### src/rtl/pla_bw_capture_fifo_if.sv
// Handshake bundle for the bw PLA capture FIFO: upstream code/result pairs in,
// annotated head entry out, plus occupancy and lifetime push count.
interface pla_bw_capture_fifo_if #(
    parameter int DEPTH = 4
);
    localparam int LW = $clog2(DEPTH) + 1;

    logic          in_valid;
    logic          in_ready;
    logic          x0, x1, x2, x3, x4;
    logic          z00, z01, z02, z03, z04, z05, z06, z07, z08, z09;
    logic          z10, z11, z12, z13, z14, z15, z16, z17, z18, z19;
    logic          z20, z21, z22, z23, z24, z25, z26, z27;
    logic          out_valid;
    logic          out_ready;
    logic [4:0]    out_code;
    logic [27:0]   out_word;
    logic          out_parity;
    logic [4:0]    out_ones;
    logic [LW-1:0] level;
    logic [15:0]   count;

    modport master (
        output in_valid,
        output x0, x1, x2, x3, x4,
        output z00, z01, z02, z03, z04, z05, z06, z07, z08, z09,
        output z10, z11, z12, z13, z14, z15, z16, z17, z18, z19,
        output z20, z21, z22, z23, z24, z25, z26, z27,
        output out_ready,
        input  in_ready,
        input  out_valid,
        input  out_code,
        input  out_word,
        input  out_parity,
        input  out_ones,
        input  level,
        input  count
    );

    modport slave (
        input  in_valid,
        input  x0, x1, x2, x3, x4,
        input  z00, z01, z02, z03, z04, z05, z06, z07, z08, z09,
        input  z10, z11, z12, z13, z14, z15, z16, z17, z18, z19,
        input  z20, z21, z22, z23, z24, z25, z26, z27,
        input  out_ready,
        output in_ready,
        output out_valid,
        output out_code,
        output out_word,
        output out_parity,
        output out_ones,
        output level,
        output count
    );
endinterface

### src/rtl/pla_bw_capture_fifo.sv
// First-word fall-through FIFO capturing bw PLA code/result pairs, with the
// head entry annotated by its parity and population count.
module pla_bw_capture_fifo #(
    parameter int DEPTH = 4
) (
    input logic                  clk,
    input logic                  rst_n,
    pla_bw_capture_fifo_if.slave bus
);
    localparam int AW = $clog2(DEPTH);
    localparam int LW = AW + 1;
    localparam logic [LW-1:0] FULL_LEVEL = LW'(DEPTH);

    logic [32:0]   mem [DEPTH];
    logic [AW-1:0] wr_ptr;
    logic [AW-1:0] rd_ptr;
    logic [LW-1:0] lvl;
    logic [15:0]   pushes;
    logic [4:0]    in_code;
    logic [27:0]   in_word;
    logic [32:0]   head;
    logic [4:0]    ones;
    logic          push;
    logic          pop;
    logic          full;
    logic          empty;

    assign in_code = {bus.x4, bus.x3, bus.x2, bus.x1, bus.x0};
    assign in_word = {bus.z27, bus.z26, bus.z25, bus.z24, bus.z23, bus.z22, bus.z21,
                      bus.z20, bus.z19, bus.z18, bus.z17, bus.z16, bus.z15, bus.z14,
                      bus.z13, bus.z12, bus.z11, bus.z10, bus.z09, bus.z08, bus.z07,
                      bus.z06, bus.z05, bus.z04, bus.z03, bus.z02, bus.z01, bus.z00};

    // Readiness looks only at occupancy, so a full FIFO never admits a pair
    // even while the head is leaving.
    assign full          = (lvl == FULL_LEVEL);
    assign empty         = (lvl == '0);
    assign bus.in_ready  = rst_n & ~full;
    assign bus.out_valid = rst_n & ~empty;
    assign push          = bus.in_valid & bus.in_ready;
    assign pop           = bus.out_valid & bus.out_ready;

    // Storage carries no reset; stale contents are hidden by the output gate.
    always_ff @(posedge clk) begin
        if (push) begin
            mem[wr_ptr] <= {in_code, in_word};
        end
    end

    always_ff @(posedge clk) begin
        if (!rst_n) begin
            wr_ptr <= '0;
            rd_ptr <= '0;
            lvl    <= '0;
            pushes <= '0;
        end else begin
            if (push) begin
                wr_ptr <= wr_ptr + AW'(1);
            end
            if (pop) begin
                rd_ptr <= rd_ptr + AW'(1);
            end
            case ({push, pop})
                2'b10:   lvl <= lvl + LW'(1);
                2'b01:   lvl <= lvl - LW'(1);
                default: lvl <= lvl;
            endcase
            if (push && (pushes != 16'hFFFF)) begin
                pushes <= pushes + 16'd1;
            end
        end
    end

    assign head = bus.out_valid ? mem[rd_ptr] : '0;

    always_comb begin
        ones = '0;
        for (int i = 0; i < 28; i++) begin
            ones = ones + {4'd0, head[i]};
        end
    end

    assign bus.out_code   = head[32:28];
    assign bus.out_word   = head[27:0];
    assign bus.out_parity = ^head[27:0];
    assign bus.out_ones   = ones;
    assign bus.level      = lvl;
    assign bus.count      = pushes;
endmodule

### src/flat_wrapper.sv
// flat-port wrapper written by rule: the top's interface ports become plain ports
module pla_bw_capture_fifo_flat 
#(
    parameter int DEPTH = 4
)
  (clk, rst_n, bus_in_valid, bus_x0, bus_x1, bus_x2, bus_x3, bus_x4, bus_z00, bus_z01, bus_z02, bus_z03, bus_z04, bus_z05, bus_z06, bus_z07, bus_z08, bus_z09, bus_z10, bus_z11, bus_z12, bus_z13, bus_z14, bus_z15, bus_z16, bus_z17, bus_z18, bus_z19, bus_z20, bus_z21, bus_z22, bus_z23, bus_z24, bus_z25, bus_z26, bus_z27, bus_out_ready, bus_in_ready, bus_out_valid, bus_out_code, bus_out_word, bus_out_parity, bus_out_ones, bus_level, bus_count);
  pla_bw_capture_fifo_if #(.DEPTH(DEPTH)) bus_i ();
  input logic clk;
  input logic rst_n;
  input wire logic [$bits(bus_i.in_valid)-1:0] bus_in_valid;
  input wire logic [$bits(bus_i.x0)-1:0] bus_x0;
  input wire logic [$bits(bus_i.x1)-1:0] bus_x1;
  input wire logic [$bits(bus_i.x2)-1:0] bus_x2;
  input wire logic [$bits(bus_i.x3)-1:0] bus_x3;
  input wire logic [$bits(bus_i.x4)-1:0] bus_x4;
  input wire logic [$bits(bus_i.z00)-1:0] bus_z00;
  input wire logic [$bits(bus_i.z01)-1:0] bus_z01;
  input wire logic [$bits(bus_i.z02)-1:0] bus_z02;
  input wire logic [$bits(bus_i.z03)-1:0] bus_z03;
  input wire logic [$bits(bus_i.z04)-1:0] bus_z04;
  input wire logic [$bits(bus_i.z05)-1:0] bus_z05;
  input wire logic [$bits(bus_i.z06)-1:0] bus_z06;
  input wire logic [$bits(bus_i.z07)-1:0] bus_z07;
  input wire logic [$bits(bus_i.z08)-1:0] bus_z08;
  input wire logic [$bits(bus_i.z09)-1:0] bus_z09;
  input wire logic [$bits(bus_i.z10)-1:0] bus_z10;
  input wire logic [$bits(bus_i.z11)-1:0] bus_z11;
  input wire logic [$bits(bus_i.z12)-1:0] bus_z12;
  input wire logic [$bits(bus_i.z13)-1:0] bus_z13;
  input wire logic [$bits(bus_i.z14)-1:0] bus_z14;
  input wire logic [$bits(bus_i.z15)-1:0] bus_z15;
  input wire logic [$bits(bus_i.z16)-1:0] bus_z16;
  input wire logic [$bits(bus_i.z17)-1:0] bus_z17;
  input wire logic [$bits(bus_i.z18)-1:0] bus_z18;
  input wire logic [$bits(bus_i.z19)-1:0] bus_z19;
  input wire logic [$bits(bus_i.z20)-1:0] bus_z20;
  input wire logic [$bits(bus_i.z21)-1:0] bus_z21;
  input wire logic [$bits(bus_i.z22)-1:0] bus_z22;
  input wire logic [$bits(bus_i.z23)-1:0] bus_z23;
  input wire logic [$bits(bus_i.z24)-1:0] bus_z24;
  input wire logic [$bits(bus_i.z25)-1:0] bus_z25;
  input wire logic [$bits(bus_i.z26)-1:0] bus_z26;
  input wire logic [$bits(bus_i.z27)-1:0] bus_z27;
  input wire logic [$bits(bus_i.out_ready)-1:0] bus_out_ready;
  output wire logic [$bits(bus_i.in_ready)-1:0] bus_in_ready;
  output wire logic [$bits(bus_i.out_valid)-1:0] bus_out_valid;
  output wire logic [$bits(bus_i.out_code)-1:0] bus_out_code;
  output wire logic [$bits(bus_i.out_word)-1:0] bus_out_word;
  output wire logic [$bits(bus_i.out_parity)-1:0] bus_out_parity;
  output wire logic [$bits(bus_i.out_ones)-1:0] bus_out_ones;
  output wire logic [$bits(bus_i.level)-1:0] bus_level;
  output wire logic [$bits(bus_i.count)-1:0] bus_count;
  assign bus_i.in_valid = bus_in_valid;
  assign bus_i.x0 = bus_x0;
  assign bus_i.x1 = bus_x1;
  assign bus_i.x2 = bus_x2;
  assign bus_i.x3 = bus_x3;
  assign bus_i.x4 = bus_x4;
  assign bus_i.z00 = bus_z00;
  assign bus_i.z01 = bus_z01;
  assign bus_i.z02 = bus_z02;
  assign bus_i.z03 = bus_z03;
  assign bus_i.z04 = bus_z04;
  assign bus_i.z05 = bus_z05;
  assign bus_i.z06 = bus_z06;
  assign bus_i.z07 = bus_z07;
  assign bus_i.z08 = bus_z08;
  assign bus_i.z09 = bus_z09;
  assign bus_i.z10 = bus_z10;
  assign bus_i.z11 = bus_z11;
  assign bus_i.z12 = bus_z12;
  assign bus_i.z13 = bus_z13;
  assign bus_i.z14 = bus_z14;
  assign bus_i.z15 = bus_z15;
  assign bus_i.z16 = bus_z16;
  assign bus_i.z17 = bus_z17;
  assign bus_i.z18 = bus_z18;
  assign bus_i.z19 = bus_z19;
  assign bus_i.z20 = bus_z20;
  assign bus_i.z21 = bus_z21;
  assign bus_i.z22 = bus_z22;
  assign bus_i.z23 = bus_z23;
  assign bus_i.z24 = bus_z24;
  assign bus_i.z25 = bus_z25;
  assign bus_i.z26 = bus_z26;
  assign bus_i.z27 = bus_z27;
  assign bus_i.out_ready = bus_out_ready;
  assign bus_in_ready = bus_i.in_ready;
  assign bus_out_valid = bus_i.out_valid;
  assign bus_out_code = bus_i.out_code;
  assign bus_out_word = bus_i.out_word;
  assign bus_out_parity = bus_i.out_parity;
  assign bus_out_ones = bus_i.out_ones;
  assign bus_level = bus_i.level;
  assign bus_count = bus_i.count;
  pla_bw_capture_fifo #(.DEPTH(DEPTH)) u_core (.clk(clk), .rst_n(rst_n), .bus(bus_i));
endmodule
### config.mk
export PLATFORM = sky130hd
export DESIGN_NAME = pla_bw_capture_fifo_flat
export DESIGN_NICKNAME = d
export VERILOG_FILES = /design/src/rtl/pla_bw_capture_fifo_if.sv /design/src/rtl/pla_bw_capture_fifo.sv /design/src/flat_wrapper.sv
export SDC_FILE = /design/constraint.sdc
export NUM_CORES = 1
export LEC_CHECK = 0
export CORE_ASPECT_RATIO = 1.25
export CORE_MARGIN = 4
export CORE_UTILIZATION = 50
export CTS_CLUSTER_DIAMETER = 200
export CTS_CLUSTER_SIZE = 16
export DETAILED_ROUTE_END_ITERATION = 10
export HOLD_SLACK_MARGIN = 0.1
export MAX_ROUTING_LAYER = met4
export PLACE_DENSITY = 0.73
export SETUP_SLACK_MARGIN = 0.05
export SLEW_MARGIN = 20
export SYNTH_ARGS = -nofsm -noshare
export SYNTH_HDL_FRONTEND = slang
export SYNTH_SLANG_ARGS = --single-unit
### constraint.sdc
create_clock -name clk -period 9.18 [get_ports clk]
set_clock_uncertainty 0.1 [all_clocks]
set_input_delay 1.377 -clock clk [delete_from_list [all_inputs] [get_ports clk]]
set_output_delay 1.377 -clock clk [all_outputs]
set_load 0.1 [all_outputs]
==> run summary, run 1 <==
YOSYS
-------------------------------------------------------------------------------------
Number of synthesis warnings ...........................................            0
Count of flip-flops with a built-in enable after synthesis .............          132
Primary FF master, synth ............................................... sky130_fd_sc_hd__edfxtp_1
Post-Synthesis Cell Area ...............................................    7090 um^2
Number of instances in the synthesized netlist .........................          443
Asr flop ratio synth ...................................................            0
Unique masters post-synth ..............................................           35
Post-synthesis average cell area .......................................    16.0 um^2
Fraction of the yosys area taken by sequential cells ...................        0.629
Flip-flop and latch count after synthesis ..............................          157
Synthesized Nets .......................................................          516

POWER AND IR DROP
-------------------------------------------------------------------------------------
Maximum resistive drop on vdd ..........................................     0.560 mV
Power per standard cell area ...........................................  265 nW/um^2
Post-route total power .................................................      2.36 mW
Standby leakage power ..................................................      3.35 nW

FLOORPLAN
-------------------------------------------------------------------------------------
Placement row count ....................................................           48
Overall die area .......................................................   16200 um^2
Number of placed I/O pins ..............................................           97
Die outline height .....................................................       141 um
Chip Width .............................................................       115 um
Effective utilization at floorplan .....................................        0.511
Area of the core .......................................................   13900 um^2

GLOBAL ROUTE
-------------------------------------------------------------------------------------
Remaining global-route overflow ........................................            0
Total Routing Usage GR .................................................        0.189
Maximum number of pins on one net before global-route repair ...........           34
Number of global-route vias before repair ..............................         4317
First-pass GRT wire length .............................................      22.4 mm
Number of antenna violations at the first check in global routing ......            0

STA
-------------------------------------------------------------------------------------
Setup Viol. Count Final ................................................            0
Worst Hold Margin ......................................................       398 ps
Worst Setup Slack, final ...............................................       530 ps
Post-route setup TNS ...................................................         0 ps
Max Clk Rate ...........................................................    0.116 GHz
Transition time at the pin with the least slew margin ..................      1050 ps
Minimum period implied by the final worst setup slack ..................      8650 ps
Number of max-slew violations in the final report ......................            0
Share of the cycle needed by the critical path after routing ...........        0.942
Relative slew slack ....................................................        0.300
Unrepaired setup endpoints after global routing ........................           no
Hold Vio Cnt, Final ....................................................            0

DETAILED ROUTING
-------------------------------------------------------------------------------------
WL per Instance ........................................................      18.7 um
Via total after detailed routing .......................................         3862
Number of vias per cell after detailed routing .........................         5.22
Initial detailed-routing violation count ...............................          170
Total wire length ......................................................      13.8 mm
DRC violation count after routing ......................................            0
Drt first pass iters ...................................................            4
Antenna viol nets, final ...............................................            0

CRITICAL PATH
-------------------------------------------------------------------------------------
Cells along the critical path .......................................... clkdlybuf4s50_1 -> inv_2 -> nor2_2 -> buf_4 -> nand2_1 -> fa_1 -> fa_1 -> fa_1 -> fa_1 -> fa_1 -> fa_1 -> inv_1 -> fa_1 -> inv_1 -> fa_1 -> inv_1 -> a21o_1 -> a21oi_1 -> xnor2_2 -> buf_12
Critical path arrival ..................................................      7170 ps
Maximum net fanout on the critical path ................................           31
Worst reg2reg setup slack ..............................................      6590 ps
Crit-path max cell delay ...............................................       590 ps
Start-to-end type of the worst setup path .............................. input port to output pin
Critical path required time ............................................      7700 ps
Source of the worst register-to-register timing path ................... u_core.bus.level[0]
Critical Path Slowest Stage Cell ....................................... sky130_fd_sc_hd__fa_1
Depth of the most critical reg-to-reg path .............................            7
Dominant cell type by count on the critical path ....................... sky130_fd_sc_hd__fa_1
Crit. End Element ......................................................   output pin
Startpoint types .......................................................   input port
Destination of the worst register-to-register timing path .............. u_core.bus.count[7]

PLACEMENT
-------------------------------------------------------------------------------------
Count of buffers from port buffering ...................................           96
Placement Cell Area ....................................................    8310 um^2
HPWL after detailed placement ..........................................      9.66 mm
Post-placement setup slack .............................................       514 ps
Global placer's final weighted congestion ..............................        0.837
Post-placement cell count ..............................................          708

HOLD PATH
-------------------------------------------------------------------------------------
Worst hold path stage count ............................................            2
Source of the worst hold timing path ................................... u_core.wr_ptr[1]
Worst hold-check path type ............................................. register to register
End point of the most critical hold path ............................... u_core.wr_ptr[1]

CELLS AND AREA
-------------------------------------------------------------------------------------
Core occupancy in the finished layout ..................................        0.644
Post-route cell area ...................................................    8930 um^2
Layout-stage area growth over the synthesis result .....................        25.9%
Antenna diode instance count ...........................................            0
Top library cells by usage in the layout, fill and taps aside .......... 132 x sky130_fd_sc_hd__edfxtp_1, 91 x sky130_fd_sc_hd__clkdlybuf4s50_1, 53 x sky130_fd_sc_hd__inv_1, 31 x sky130_fd_sc_hd__mux4_2, 30 x sky130_fd_sc_hd__nand2_1
Post-layout net count ..................................................          625
Post-route insts no fill ...............................................          740
Ratio of cells with drive above 1 in the final layout ..................        0.154
Commonest non-fill, non-tap cell in the layout ......................... sky130_fd_sc_hd__edfxtp_1

CLOCKING
-------------------------------------------------------------------------------------
Number of gates given a new drive strength after cts ...................            0
# hold bufs at CTS .....................................................            0
Clock-pin slew of the registers on the worst-case setup and hold paths .        60 ps
Clock network latency to the later pin of the worst-skew pair ..........       420 ps
TritonCTS clock tree ...................................................          yes
CTS Buffer Depth .......................................................            2
Number of clock sinks ..................................................          157
H-tree levels ..........................................................            4
Number of CTS-inserted buffers .........................................           17
Buffer type at the clock tree root ..................................... sky130_fd_sc_hd__clkbuf_16
# Post-CTS Setup Buffers ...............................................            0

FLOW RUN
-------------------------------------------------------------------------------------
Count of max-cap constraint violations .................................            0

RUN STATUS
-------------------------------------------------------------------------------------
Outcome ................................................................ finished, final reports clean

[cells in the mapped netlist, types with 3 or more instances]
cell type                  count  area (um^2)
sky130_fd_sc_hd__a21oi_1       5         25.0
sky130_fd_sc_hd__and2_1       12         75.1
sky130_fd_sc_hd__and3_1        8         50.1
sky130_fd_sc_hd__buf_2         3         15.0
sky130_fd_sc_hd__clkbuf_1      6         22.5
sky130_fd_sc_hd__dfxtp_1      25          500
sky130_fd_sc_hd__edfxtp_1    132         3960
sky130_fd_sc_hd__fa_1         21          420
sky130_fd_sc_hd__ha_1         15          188
sky130_fd_sc_hd__inv_1        53          199
sky130_fd_sc_hd__mux4_2       31          698
sky130_fd_sc_hd__nand2_1      30          113
sky130_fd_sc_hd__nand3_1       7         35.0
sky130_fd_sc_hd__nand4_1       3         18.8
sky130_fd_sc_hd__nor2_1       25         93.8
sky130_fd_sc_hd__xnor2_1      25          219
sky130_fd_sc_hd__xor2_1       17          149
[final cells by class]
| class | instances | area, um^2 |
|---|---|---|
| timing repair buffer | 104 | 1070 |
| clock buffer | 17 | 425 |
| tap | 175 | 219 |
| sequential | 157 | 4470 |
| multi-input combinational | 218 | 2350 |
| clock inverter | 15 | 198 |
| inverter | 54 | 203 |
| fill | 1016 | 4940 |
[power by group]
| part | internal, mW | switching (mW) | total [mW] |
|---|---|---|---|
| clock network | 0.438 | 0.294 | 0.732 |
| registers | 0.794 | 0.00887 | 0.803 |
| logic | 0.293 | 0.535 | 0.828 |
| total | 1.52 | 0.838 | 2.36 |
[logic make-up after synthesis]
group,after synthesis,synth area share
compound gates,11,0.0108
xor+xnor,46,0.0628
mux,34,0.107
fa+ha+maj,36,0.0857
buf+inv,68,0.0432
simple gates,91,0.0610
flops,157,0.629
[per-layer routing]
layer / share of wire / track usage / vias up / wire length [um]
met3: 0.048 / 0.0416 / 14 / 661
met5: 0 / - / - / 0
li1: - / - / 1801 / -
met4: 0.016 / 0.0669 / 0 / 219
met2: 0.53 / 0.312 / 95 / 7340
met1: 0.40 / 0.230 / 1952 / 5590
[critical path: cells and delay by family]
family | cells | cell delay [ps]
xor+xnor | 1 | 160
compound gates | 2 | 370
simple gates | 2 | 330
fa+ha+maj | 8 | 3620
buf+inv | 7 | 1280
[how the worst max path moves through the flow]
stage / startpoint / endpoint / slack (ps) / cells after the start
6_report: rst_n / bus_out_ones[4] / 530 / 20
5_1_grt: rst_n / bus_out_ones[4] / 240 / 20
4_1_cts: rst_n / bus_out_ones[4] / 510 / 20
3_5_place_dp: rst_n / bus_out_ones[4] / 510 / 20
3_3_place_gp: rst_n / bus_out_ones[4] / 650 / 20
2_1_floorplan: rst_n / bus_out_ones[4] / -140 / 20
[state kept, by name, summed over array words and instances (netlist names), named ones only]
signal and flops:
u_core.wr_ptr 2, u_core.rd_ptr 2, u_core.mem 132, u_core.bus.level 3, u_core.bus.count 16
(Power assumes the default switching activity.)
==> run 2, diff against run 1 <==
--- a/config.mk
+++ b/config.mk
@@ -19,3 +19,4 @@
 export SYNTH_ARGS = -nofsm -noshare
 export SYNTH_HDL_FRONTEND = slang
 export SYNTH_SLANG_ARGS = --single-unit
+export TNS_END_PERCENT = 50
==> run 2 against run 1 <==
  * Sequential share of layout area increased by 0.46 points
  * Design area shrank 0.91%
  * Critical path type unchanged
  * Worst hold slack gained 6.3 ps
  * Die area is the same
  * Register-to-register slack got worse by 50 ps
  * Worst setup slack lost 31 ps
  * Highest routed layer unchanged
  * Via count down 0.13%
  * Maximum frequency shrank 0.35%
  * Clock power fell by 9.8%
  * Cell count stayed put
  * Combinational power decreased by 5.0%
  * Global-route usage about the same
==> run summary, run 2 (synthesis gave the netlist of run 1 again) <==
RUN STATUS
-------------------------------------------------------------------------------------
Outcome ................................................................ finished, final reports clean

CRITICAL PATH
-------------------------------------------------------------------------------------
Startpoint types .......................................................   input port
Source of the worst register-to-register timing path ................... u_core.bus.level[0]
Critical Path Slowest Stage Cell ....................................... sky130_fd_sc_hd__fa_1
Cells along the critical path .......................................... clkdlybuf4s50_1 -> inv_2 -> nor2_2 -> buf_4 -> nand2_1 -> fa_1 -> fa_1 -> fa_1 -> fa_1 -> fa_1 -> fa_1 -> inv_1 -> fa_1 -> inv_1 -> fa_1 -> inv_1 -> a21o_1 -> a21oi_1 -> xnor2_2 -> buf_12
Crit-path max cell delay ...............................................       600 ps
Depth of the most critical reg-to-reg path .............................            7
Crit. End Element ......................................................   output pin
Worst setup startpoint .................................................        rst_n
Dominant cell type by count on the critical path ....................... sky130_fd_sc_hd__fa_1
Critical path required time ............................................      7700 ps
Critical path arrival ..................................................      7200 ps
Maximum net fanout on the critical path ................................           30
Start-to-end type of the worst setup path .............................. input port to output pin

PLACEMENT
-------------------------------------------------------------------------------------
Count of buffers from port buffering ...................................           96
Global placer's final weighted congestion ..............................        0.852
Post-placement cell count ..............................................          708
Placement Cell Area ....................................................    8290 um^2
HPWL after detailed placement ..........................................      9.47 mm

CELLS AND AREA
-------------------------------------------------------------------------------------
Ratio of cells with drive above 1 in the final layout ..................        0.150
Commonest non-fill, non-tap cell in the layout ......................... sky130_fd_sc_hd__edfxtp_1
Post-layout net count ..................................................          625
Post-route insts no fill ...............................................          740
Top library cells by usage in the layout, fill and taps aside .......... 132 x sky130_fd_sc_hd__edfxtp_1, 91 x sky130_fd_sc_hd__clkdlybuf4s50_1, 53 x sky130_fd_sc_hd__inv_1, 31 x sky130_fd_sc_hd__mux4_2, 30 x sky130_fd_sc_hd__nand2_1
Antenna diode instance count ...........................................            0
Layout-stage area growth over the synthesis result .....................        24.7%
Largest register by flop count .........................................   u_core.mem
Largest register FFs ...................................................          132
Post-route cell area ...................................................    8850 um^2

CLOCKING
-------------------------------------------------------------------------------------
# hold bufs at CTS .....................................................            0
Number of gates given a new drive strength after cts ...................            0
TritonCTS clock tree ...................................................          yes
Clock-pin slew of the registers on the worst-case setup and hold paths .        60 ps
Buffer type at the clock tree root ..................................... sky130_fd_sc_hd__clkbuf_16
Number of CTS-inserted buffers .........................................           17
CTS Buffer Depth .......................................................            2
Number of clock sinks ..................................................          157
Clock network latency to the later pin of the worst-skew pair ..........       410 ps
H-tree levels ..........................................................            4
# Post-CTS Setup Buffers ...............................................            0

POWER AND IR DROP
-------------------------------------------------------------------------------------
Maximum resistive drop on vdd ..........................................     0.594 mV
Share of total power in combinational logic ............................        0.350
Clock group share of total power .......................................        0.293
Power per standard cell area ...........................................  254 nW/um^2
Standby leakage power ..................................................      3.30 nW
Switching component of the power .......................................       817 uW
Internal cell power ....................................................      1.43 mW
Portion of total power attributed to sequential cells ..................        0.357
Switching part of the total ............................................        0.363

FLOORPLAN
-------------------------------------------------------------------------------------
Overall die area .......................................................   16200 um^2
Number of placed I/O pins ..............................................           97
Placement row count ....................................................           48
Die outline height .....................................................       141 um
Area of the core .......................................................   13900 um^2
Effective utilization at floorplan .....................................        0.511
Chip Width .............................................................       115 um

DETAILED ROUTING
-------------------------------------------------------------------------------------
Antenna viol nets, final ...............................................            0
Via total after detailed routing .......................................         3857
WL per Instance ........................................................      18.5 um
Initial detailed-routing violation count ...............................          175
DRC violation count after routing ......................................            0
Total wire length ......................................................      13.7 mm
Drt first pass iters ...................................................            5
Number of vias per cell after detailed routing .........................         5.21

FLOW RUN
-------------------------------------------------------------------------------------
Count of max-cap constraint violations .................................            0

STA
-------------------------------------------------------------------------------------
Hold Vio Cnt, Final ....................................................            0
Max Clk Rate ...........................................................    0.115 GHz
Minimum period implied by the final worst setup slack ..................      8680 ps
Number of max-slew violations in the final report ......................            0
Transition time at the pin with the least slew margin ..................      1050 ps
Setup Viol. Count Final ................................................            0
Share of the cycle needed by the critical path after routing ...........        0.946
Relative slew slack ....................................................        0.298
Unrepaired setup endpoints after global routing ........................           no

GLOBAL ROUTE
-------------------------------------------------------------------------------------
First-pass GRT wire length .............................................      22.4 mm
Total Routing Usage GR .................................................        0.189
Remaining global-route overflow ........................................            0
Number of antenna violations at the first check in global routing ......            0
Maximum number of pins on one net before global-route repair ...........           34
Number of global-route vias before repair ..............................         4214

HOLD PATH
-------------------------------------------------------------------------------------
Source of the worst hold timing path ................................... u_core.wr_ptr[1]
Worst hold-check path type ............................................. register to register
Worst hold path stage count ............................................            2

## run 2: final timing paths
kind	endpoint	slack (ps)
setup / recovery	bus_out_ones[4]	500
hold / removal	u_core.wr_ptr[1]	400
setup reg to reg	u_core.bus.count[13]	6540
hold reg to reg	u_core.wr_ptr[1]	400
## run 2: critical path, delay by kind of cell
family / cells / cell delay [ps]
adders and majority gates: 8 / 3640
and+or+nand+nor: 2 / 350
AOI/OAI and AO/OA: 2 / 390
buffers and inverters: 7 / 1280
xor gates and xnor gates: 1 / 160
## run 2: power groups by stage
stage,Sequential (mW),Combinational [mW],Clock [mW]
4_1_cts,0.804,0.796,0.672
6_report,0.803,0.787,0.660
5_1_grt,0.805,0.835,0.708
2_1_floorplan,0.829,0.580,0
3_5_place_dp,0.818,0.791,0
3_3_place_gp,0.816,0.783,0
## run 2: cell type report
cell class,count,area [um^2]
Clock buffer,17,425
Clock inverter,15,136
Fill cell,1032,5020
Inverter,54,203
Multi-Input combinational cell,218,2340
Sequential cell,157,4470
Tap cell,175,219
Timing Repair Buffer,104,1060
## run 2: per-layer routing
metal | vias up | routed length (um) | global-route usage
li1 | 1799 | - | -
met1 | 1924 | 5540 | 0.227
met2 | 121 | 7170 | 0.310
met3 | 13 | 786 | 0.0524
met4 | 0 | 189 | 0.0619
met5 | - | 0 | -
## run 2: metrics by stage
stage | setup slack [ps] | setup TNS, ps | total power, mW | util | hold WS (ps)
after global routing | 188 | 0 | 2.35 | 0.638 | 459
after floorplan | -247 | -384 | 1.41 | - | 367
after CTS | 463 | 0 | 2.27 | 0.638 | 402
final | 500 | 0 | 2.25 | 0.638 | 404
after detailed placement | 465 | 0 | 1.61 | 0.597 | 394
after global placement | 612 | 0 | 1.60 | 0.597 | 386
